===== src/rtl/dnn_params_pkg.sv =====
// Shared fixed-point defaults for the DNN datapath blocks.
// Contents:
//   DEF_WIDTH / DEF_INT_BITS / DEF_FRAC_BITS : default word format (sign + int + frac)
//   acc_width(width, fi)                     : accumulator width that holds a full
//                                              fan-in of saturated products plus bias
//                                              with no overflow
package dnn_params_pkg;

  localparam int DEF_WIDTH     = 16;
  localparam int DEF_INT_BITS  = 5;
  localparam int DEF_FRAC_BITS = 10;

  // One growth bit per doubling of the fan-in, plus one for the bias term.
  function automatic int acc_width(input int width, input int fi);
    return width + $clog2(fi) + 1;
  endfunction

endpackage


===== src/rtl/act_unit.sv =====
// Registered activation stage: maps a saturated pre-activation s to the
// activation value and its derivative, both captured only when enable is high.
// Build option: ACT_RELU_EN
//   defined   -> act = max(0, s), adot = 1.0 when s > 0 else 0
//   undefined -> sigmoid from a 4-segment slope/offset table on |s| (mirrored
//                for negative s), derivative taken as act * (1 - act)
// Ports:
//   clk    : clock, rising edge
//   enable : capture strobe
//   s      : signed fixed-point pre-activation
//   act    : registered activation
//   adot   : registered activation derivative
module act_unit
  import dnn_params_pkg::*;
#(
  parameter int width     = DEF_WIDTH,
  parameter int frac_bits = DEF_FRAC_BITS
) (
  input  logic             clk,
  input  logic             enable,
  input  logic [width-1:0] s,
  output logic [width-1:0] act,
  output logic [width-1:0] adot
);

  // Headroom so the table constants (up to 5.0) never wrap.
  localparam int MW    = width + 4;
  localparam int ONE_I = 1 << frac_bits;
  localparam logic [MW-1:0] ONE = MW'(ONE_I);

  logic [width-1:0] act_d, adot_d;

`ifdef ACT_RELU_EN

  always_comb begin
    act_d  = '0;
    adot_d = '0;
    if ($signed(s) > 0) begin
      act_d  = s;
      adot_d = ONE[width-1:0];
    end
  end

`else

  // Segment table: breakpoints 1.0, 2.375, 5.0; slopes 1/4, 1/8, 1/32, 0.
  localparam logic [MW-1:0] T1 = MW'(ONE_I);
  localparam logic [MW-1:0] T2 = MW'((19 * ONE_I) / 8);
  localparam logic [MW-1:0] T3 = MW'(5 * ONE_I);
  localparam logic [MW-1:0] O0 = MW'(ONE_I / 2);
  localparam logic [MW-1:0] O1 = MW'((5 * ONE_I) / 8);
  localparam logic [MW-1:0] O2 = MW'((27 * ONE_I) / 32);

  logic [width-1:0]  neg_s;
  logic [MW-1:0]     mag, y_pos, y;
  logic [2*MW-1:0]   pr, pr_shr;
  logic              unused_pr;

  always_comb begin
    // Two's-complement negate at word width so -min maps to +2^(width-1).
    neg_s = ~s + 1'b1;
    mag   = {4'b0000, (s[width-1] ? neg_s : s)};
    if (mag >= T3)      y_pos = ONE;
    else if (mag >= T2) y_pos = (mag >> 5) + O2;
    else if (mag >= T1) y_pos = (mag >> 3) + O1;
    else                y_pos = (mag >> 2) + O0;
    // sigmoid(-x) = 1 - sigmoid(x)
    y      = s[width-1] ? (ONE - y_pos) : y_pos;
    pr     = y * (ONE - y);
    pr_shr = pr >> frac_bits;
    act_d  = y[width-1:0];
    adot_d = pr_shr[width-1:0];
  end

  // y <= 1.0 so the product upper bits are always zero.
  assign unused_pr = ^{pr_shr[2*MW-1:width], y[MW-1:width]};

`endif

  always_ff @(posedge clk) begin
    if (enable) begin
      act  <= act_d;
      adot <= adot_d;
    end
  end

endmodule


===== src/rtl/ff_pipe_processor_mul.sv =====
// One multiplier lane of the neuron datapath.
// Forms the full 2*width signed product, rescales it by an arithmetic shift of
// frac_bits, and saturates the result back to a signed width-bit word.
// Ports:
//   a, b : signed fixed-point operands
//   p    : saturated fixed-point product
module ff_pipe_processor_mul #(
  parameter int width     = 16,
  parameter int frac_bits = 10
) (
  input  logic [width-1:0] a,
  input  logic [width-1:0] b,
  output logic [width-1:0] p
);

  localparam int PW = 2 * width;
  localparam logic signed [PW-1:0] PMAX = {{(width+1){1'b0}}, {(width-1){1'b1}}};
  localparam logic signed [PW-1:0] PMIN = ~PMAX;

  logic signed [PW-1:0] prod, shr;

  always_comb begin
    prod = $signed(a) * $signed(b);
    shr  = prod >>> frac_bits;
    if (shr > PMAX)      p = PMAX[width-1:0];
    else if (shr < PMIN) p = PMIN[width-1:0];
    else                 p = shr[width-1:0];
  end

endmodule


===== src/rtl/ff_pipe_processor.sv =====
// Streaming fully-connected neuron processor.
// Each beat delivers z activation/weight pairs; BEATS = fi/z beats form one
// neuron. Products are saturated, summed exactly, accumulated with the bias
// (taken on beat 0), saturated to a word in stage S, then passed through the
// activation lookup in stage O. Latency from last-beat accept to out_valid is 2.
// Build option: ACT_RELU_EN selects ReLU instead of sigmoid in act_unit.
// Ports:
//   clk, reset_n          : clock, synchronous active-low reset
//   in_valid / in_ready   : beat handshake
//   act_in_package        : z signed activations, word k at [width*(k+1)-1:width*k]
//   wt_package            : z signed weights, same packing
//   bias                  : signed bias, used on beat 0 only
//   out_valid / out_ready : result handshake
//   act_out, adot_out     : activation and derivative
//   out_sat               : pre-activation sum was clipped
//   out_last              : result is neuron n-1 of the layer
module ff_pipe_processor
  import dnn_params_pkg::*;
#(
  parameter int width     = DEF_WIDTH,
  parameter int int_bits  = DEF_INT_BITS,
  parameter int frac_bits = DEF_FRAC_BITS,
  parameter int z         = 4,
  parameter int fi        = 8,
  parameter int n         = 8
) (
  input  logic               clk,
  input  logic               reset_n,
  input  logic               in_valid,
  output logic               in_ready,
  input  logic [width*z-1:0] act_in_package,
  input  logic [width*z-1:0] wt_package,
  input  logic [width-1:0]   bias,
  output logic               out_valid,
  input  logic               out_ready,
  output logic [width-1:0]   act_out,
  output logic [width-1:0]   adot_out,
  output logic               out_sat,
  output logic               out_last
);

  localparam int BEATS = fi / z;
  localparam int BW    = (BEATS > 1) ? $clog2(BEATS) : 1;
  localparam int NW    = (n > 1) ? $clog2(n) : 1;
  localparam int ACC   = acc_width(width, fi);
  localparam int XW    = ACC - width;

  localparam logic signed [ACC-1:0] SMAX = {{(XW+1){1'b0}}, {(width-1){1'b1}}};
  localparam logic signed [ACC-1:0] SMIN = ~SMAX;

  generate
    if ((width != 1 + int_bits + frac_bits) || (BEATS * z != fi) || (BEATS < 1)) begin : g_cfg_bad
      $error("ff_pipe_processor: inconsistent word format or fan-in");
    end
  endgenerate

  typedef struct packed {
    logic             sat;
    logic [width-1:0] s;
  } s_stage_t;

  // ---------------- product lanes ----------------
  logic [z-1:0][width-1:0] prod;

  genvar k;
  generate
    for (k = 0; k < z; k++) begin : g_lane
      ff_pipe_processor_mul #(.width(width), .frac_bits(frac_bits)) u_mul (
        .a (act_in_package[width*k +: width]),
        .b (wt_package[width*k +: width]),
        .p (prod[k])
      );
    end
  endgenerate

  // Exact sum: every product is sign-extended to ACC before adding.
  logic signed [ACC-1:0] tree_sum, acc, acc_next;

  always_comb begin
    tree_sum = '0;
    for (int i = 0; i < z; i++)
      tree_sum = tree_sum + {{XW{prod[i][width-1]}}, prod[i]};
  end

  // ---------------- accumulator ----------------
  logic [BW-1:0] beat_cnt;
  logic          accept, last_beat, o_load, s_valid;
  s_stage_t      s_q, s_d;

  assign accept    = in_valid && in_ready;
  assign last_beat = (beat_cnt == BW'(BEATS - 1));
  assign acc_next  = ((beat_cnt == '0) ? {{XW{bias[width-1]}}, bias} : acc) + tree_sum;

  always_comb begin
    s_d.sat = 1'b1;
    if (acc_next > SMAX)      s_d.s = SMAX[width-1:0];
    else if (acc_next < SMIN) s_d.s = SMIN[width-1:0];
    else begin
      s_d.s   = acc_next[width-1:0];
      s_d.sat = 1'b0;
    end
  end

  // Only a full S stage behind a stalled O stage blocks input, including
  // non-last beats, so a beat never has to be replayed.
  assign in_ready = reset_n && !(s_valid && out_valid && !out_ready);
  assign o_load   = s_valid && (!out_valid || out_ready);

  always_ff @(posedge clk) begin
    if (!reset_n) begin
      beat_cnt <= '0;
      acc      <= '0;
    end else if (accept) begin
      acc      <= acc_next;
      beat_cnt <= last_beat ? '0 : beat_cnt + 1'b1;
    end
  end

  // ---------------- stages S and O ----------------
  logic          o_sat;
  logic [NW-1:0] nrn_cnt;

  always_ff @(posedge clk) begin
    if (!reset_n) begin
      s_valid   <= 1'b0;
      s_q       <= '0;
      out_valid <= 1'b0;
      o_sat     <= 1'b0;
      nrn_cnt   <= '0;
    end else begin
      // A new neuron may land in S in the same cycle S drains into O.
      if (accept && last_beat) begin
        s_valid <= 1'b1;
        s_q     <= s_d;
      end else if (o_load) begin
        s_valid <= 1'b0;
      end

      if (o_load) begin
        out_valid <= 1'b1;
        o_sat     <= s_q.sat;
      end else if (out_ready) begin
        out_valid <= 1'b0;
      end

      if (out_valid && out_ready)
        nrn_cnt <= (nrn_cnt == NW'(n - 1)) ? '0 : nrn_cnt + 1'b1;
    end
  end

  logic [width-1:0] act_q, adot_q;

  act_unit #(.width(width), .frac_bits(frac_bits)) u_act (
    .clk    (clk),
    .enable (o_load),
    .s      (s_q.s),
    .act    (act_q),
    .adot   (adot_q)
  );

  // The lookup registers carry no reset; masking keeps the outputs at zero
  // whenever stage O is empty.
  assign act_out  = out_valid ? act_q  : '0;
  assign adot_out = out_valid ? adot_q : '0;
  assign out_sat  = o_sat;
  assign out_last = out_valid && (nrn_cnt == NW'(n - 1));

endmodule


===== config.mk =====
export PLATFORM = sky130hd
export DESIGN_NAME = ff_pipe_processor
export DESIGN_NICKNAME = d
export VERILOG_FILES = /design/src/rtl/dnn_params_pkg.sv /design/src/rtl/act_unit.sv /design/src/rtl/ff_pipe_processor_mul.sv /design/src/rtl/ff_pipe_processor.sv
export SDC_FILE = /design/constraint.sdc
export NUM_CORES = 2
export LEC_CHECK = 0
export CAP_MARGIN = 20
export CORE_ASPECT_RATIO = 0.8
export CORE_MARGIN = 1
export CORE_UTILIZATION = 50
export CTS_CLUSTER_SIZE = 24
export DETAILED_ROUTE_END_ITERATION = 7
export PLACE_DENSITY = 0.7
export REMOVE_ABC_BUFFERS = 1
export SLEW_MARGIN = 25
export SYNTH_ARGS = -nofsm -noshare
export SYNTH_HDL_FRONTEND = slang
export SYNTH_SLANG_ARGS = --single-unit

===== constraint.sdc =====
create_clock -name clk -period 13.2 [get_ports clk]
set_clock_uncertainty 0.15 [all_clocks]
set_input_delay 1.32 -clock clk [delete_from_list [all_inputs] [get_ports clk]]
set_output_delay 1.32 -clock clk [all_outputs]
set_load 0.05 [all_outputs]

==> run_results.csv <==
group,metric,value,unit
outcome,outcome,"completed",
global_route,grt_pass1_vias,44700,
timing,rsz0062_at_grt,"yes",
floorplanning,start_util,0.505,
layout,final_cell_mix,"inv_1, fa_1, nand2_1, buf_4, and2_1",
clock_tree,cts_max_path_buffers,2,
setup_path,max_stage_delay,0.56,ns
placed_design,dp_hpwl,121000,um
synth,yosysWarnings,0,
timing,drv_slew,0,
synth,synth_edf_count,32,
synth,yosysUniqueCellTypes,104,
setup_path,crit_family,"adder cells",
timing,finalHoldViolations,0,
global_route,grt_first_pass_wirelength,230000,um
synth,async_flop_share,0,
clock_tree,cts_tree,"yes",
drt,first_pass_iters,6,
setup_path,crit_path_start_kind,"primary input",
drt,wl,142000,um
clock_tree,clkTransAtPathRegs,0.07,ns
floorplanning,pin_count,184,
setup_path,cpMaxStageDelayCell,"fa_1",
global_route,antenna_found_initial,8,
synth,ys.flop_type,"dfxtp_1",
clock_tree,cts_sinks,76,
global_route,grt_max_degree,47,
layout,fin_util,0.594,
clock_tree,cts_root_buf,"clkbuf_16",
drt,vias_per_cell,5.13,
floorplanning,die_area,111000,sq um
flow_run,drv_cap,0,
layout,nNetsFinal,8679,
floorplanning,coreArea,109000,sq um
drt,vias,42000,
timing,max_clock_freq,0.0774,GHz
drt,drc,0,
setup_path,path_buf_inv,10,
timing,holdWs,0.305,ns
synth,ys_seq_area_frac,0.0335,
setup_path,crit_type,"in -> reg",
placed_design,port_buffers,183,
setup_path,cp-end-kind,"register",
setup_path,cp.arrival,13.08,ns
placed_design,dpl_cell_area,62400,sq um
synth,ys_seq_elements,76,
floorplanning,placementRows,108,
floorplanning,die_w,373,um
timing,min_period_over_period,0.978,
drt,dr.first_iter.drc_count,2786,
timing,tightestPinTransition,1.04,ns
clock_tree,clock_latency,0.38,ns
synth,syn_inst,6111,
clock_tree,htree_levels,3,
layout,area_growth,17.6,%
worst_hold_path,hold_path.class,"reg -> reg",
layout,layout_commonest_cell,"inv_1",
layout,fin_area,64700,sq um
timing,setup_violations,0,
synth,syn_avg_cell_area,9.00,sq um
setup_path,crit_top_cell,"fa_1",
clock_tree,cts_hold_buffers,0,
setup_path,worst_ep_required_time,13.37,ns
global_route,grt_overflow_total,0,
layout,drive_above_1_share,0.146,
drt,wire_per_inst,17.3,um
placed_design,finalWeightedCongestion,0.907,
timing,relSlewSlack,0.299,
floorplanning,die_h,299,um
timing,min_period,12.91,ns
clock_tree,cts-buffers-inserted,9,
drt,ant_nets,0,
global_route,grt_use_total,0.258,
setup_path,crit_fanout,9,
synth,netlist_area,55000,sq um
[tightest hold or removal path, stage by stage (launching register included)]
cell,delay [ns]
dfxtp_1,0.31
nand2_1,0.05
o21ai_0,0.05
[worst paths after layout]
kind | from | end | slack (ns) | depth (start not counted)
hold / removal | acc[3]$_SDFFE_PN0P_ | acc[3]$_SDFFE_PN0P_ | 0.30 | 2
hold reg to reg | acc[3]$_SDFFE_PN0P_ | acc[3]$_SDFFE_PN0P_ | 0.30 | 2
setup reg to reg | s_q[5]$_SDFFE_PN0P_ | u_act.adot[15]$_DFFE_PP_ | 0.61 | 40
setup / recovery | wt_package[4] | s_q[4]$_SDFFE_PN0P_ | 0.29 | 56
[final cells by class]
class / count / area, sq um
Tap cell: 1430 / 1790
Timing Repair Buffer: 850 / 7480
Multi-Input combinational cell: 4209 / 47200
Clock inverter: 7 / 56.3
Clock buffer: 9 / 225
Fill cell: 9266 / 44100
Antenna cell: 3 / 7.51
Sequential cell: 76 / 1840
Inverter: 1611 / 6050
[sequential cells by signal, indices dropped and copies added, names as in the netlist]
name        count
nrn_cnt         3
out_sat         1
u_act.adot     16
out_valid       1
acc            20
u_act.act      16
beat_cnt        1
s_valid         1
s_q            17
[stage by stage]
stage / setup TNS [ns] / cells / setup slack, ns
3_5_place_dp: -18.71 / 8092 / -1.03
4_1_cts: 0 / 8133 / 0.0000338
2_1_floorplan: -7.22 / 5896 / -0.506
3_3_place_gp: -14.24 / 8091 / -0.820
6_report: 0 / 8195 / 0.286
5_1_grt: -2.89 / 8195 / -0.250
[cells by family (layout without fill, tap and decap cells)]
kind of cell	count (synthesis)	after routing	share of synthesized area
AOI/OAI and AO/OA	477	477	0.0602
xor gates and xnor gates	213	213	0.0347
adders and majority gates	1774	1774	0.584
buffers and inverters	1826	2477	0.125
DFF	76	76	0.0335
muxes	24	24	0.00510
other	0	3	0
and+or+nand+nor	1721	1721	0.157
[routing by layer]
layer | part of all wire | GRT usage | wire (um)
met2 | 0.47 | 0.422 | 66600
met1 | 0.45 | 0.373 | 63500
met4 | 0.018 | 0.0430 | 2530
met3 | 0.065 | 0.0319 | 9240
met5 | 0.00028 | 0 | 40
[repair_timing]
action	in CTS	in global routing
gates cloned	1	13
setup buffers	25	48
resized for setup	101	345
endpoints found under the setup margin	20	26
pin swaps	62	111
[Yosys cell counts, types with 32 or more instances]
cell type  instances  area share
fa_1            1322        0.48
nor2b_1           35      0.0040
o21a_1            37      0.0051
edfxtp_1          32       0.017
ha_1             452        0.10
nor2_1           180       0.012
nor3_1            38      0.0035
a21oi_1          124       0.011
dfxtp_1           44       0.016
nand2b_1         127       0.014
inv_1           1606        0.11
a21o_1            80       0.011
nand3_1           52      0.0047
o21ai_0           81      0.0074
clkbuf_1         195       0.013
xnor2_1          162       0.026
nand2_1          668       0.046
and2_1           505       0.057
xor2_1            48      0.0076
Power is left out: the tool's default activity adds up to more than one toggle a clock period on the data nets, which glitch-free logic cannot reach.
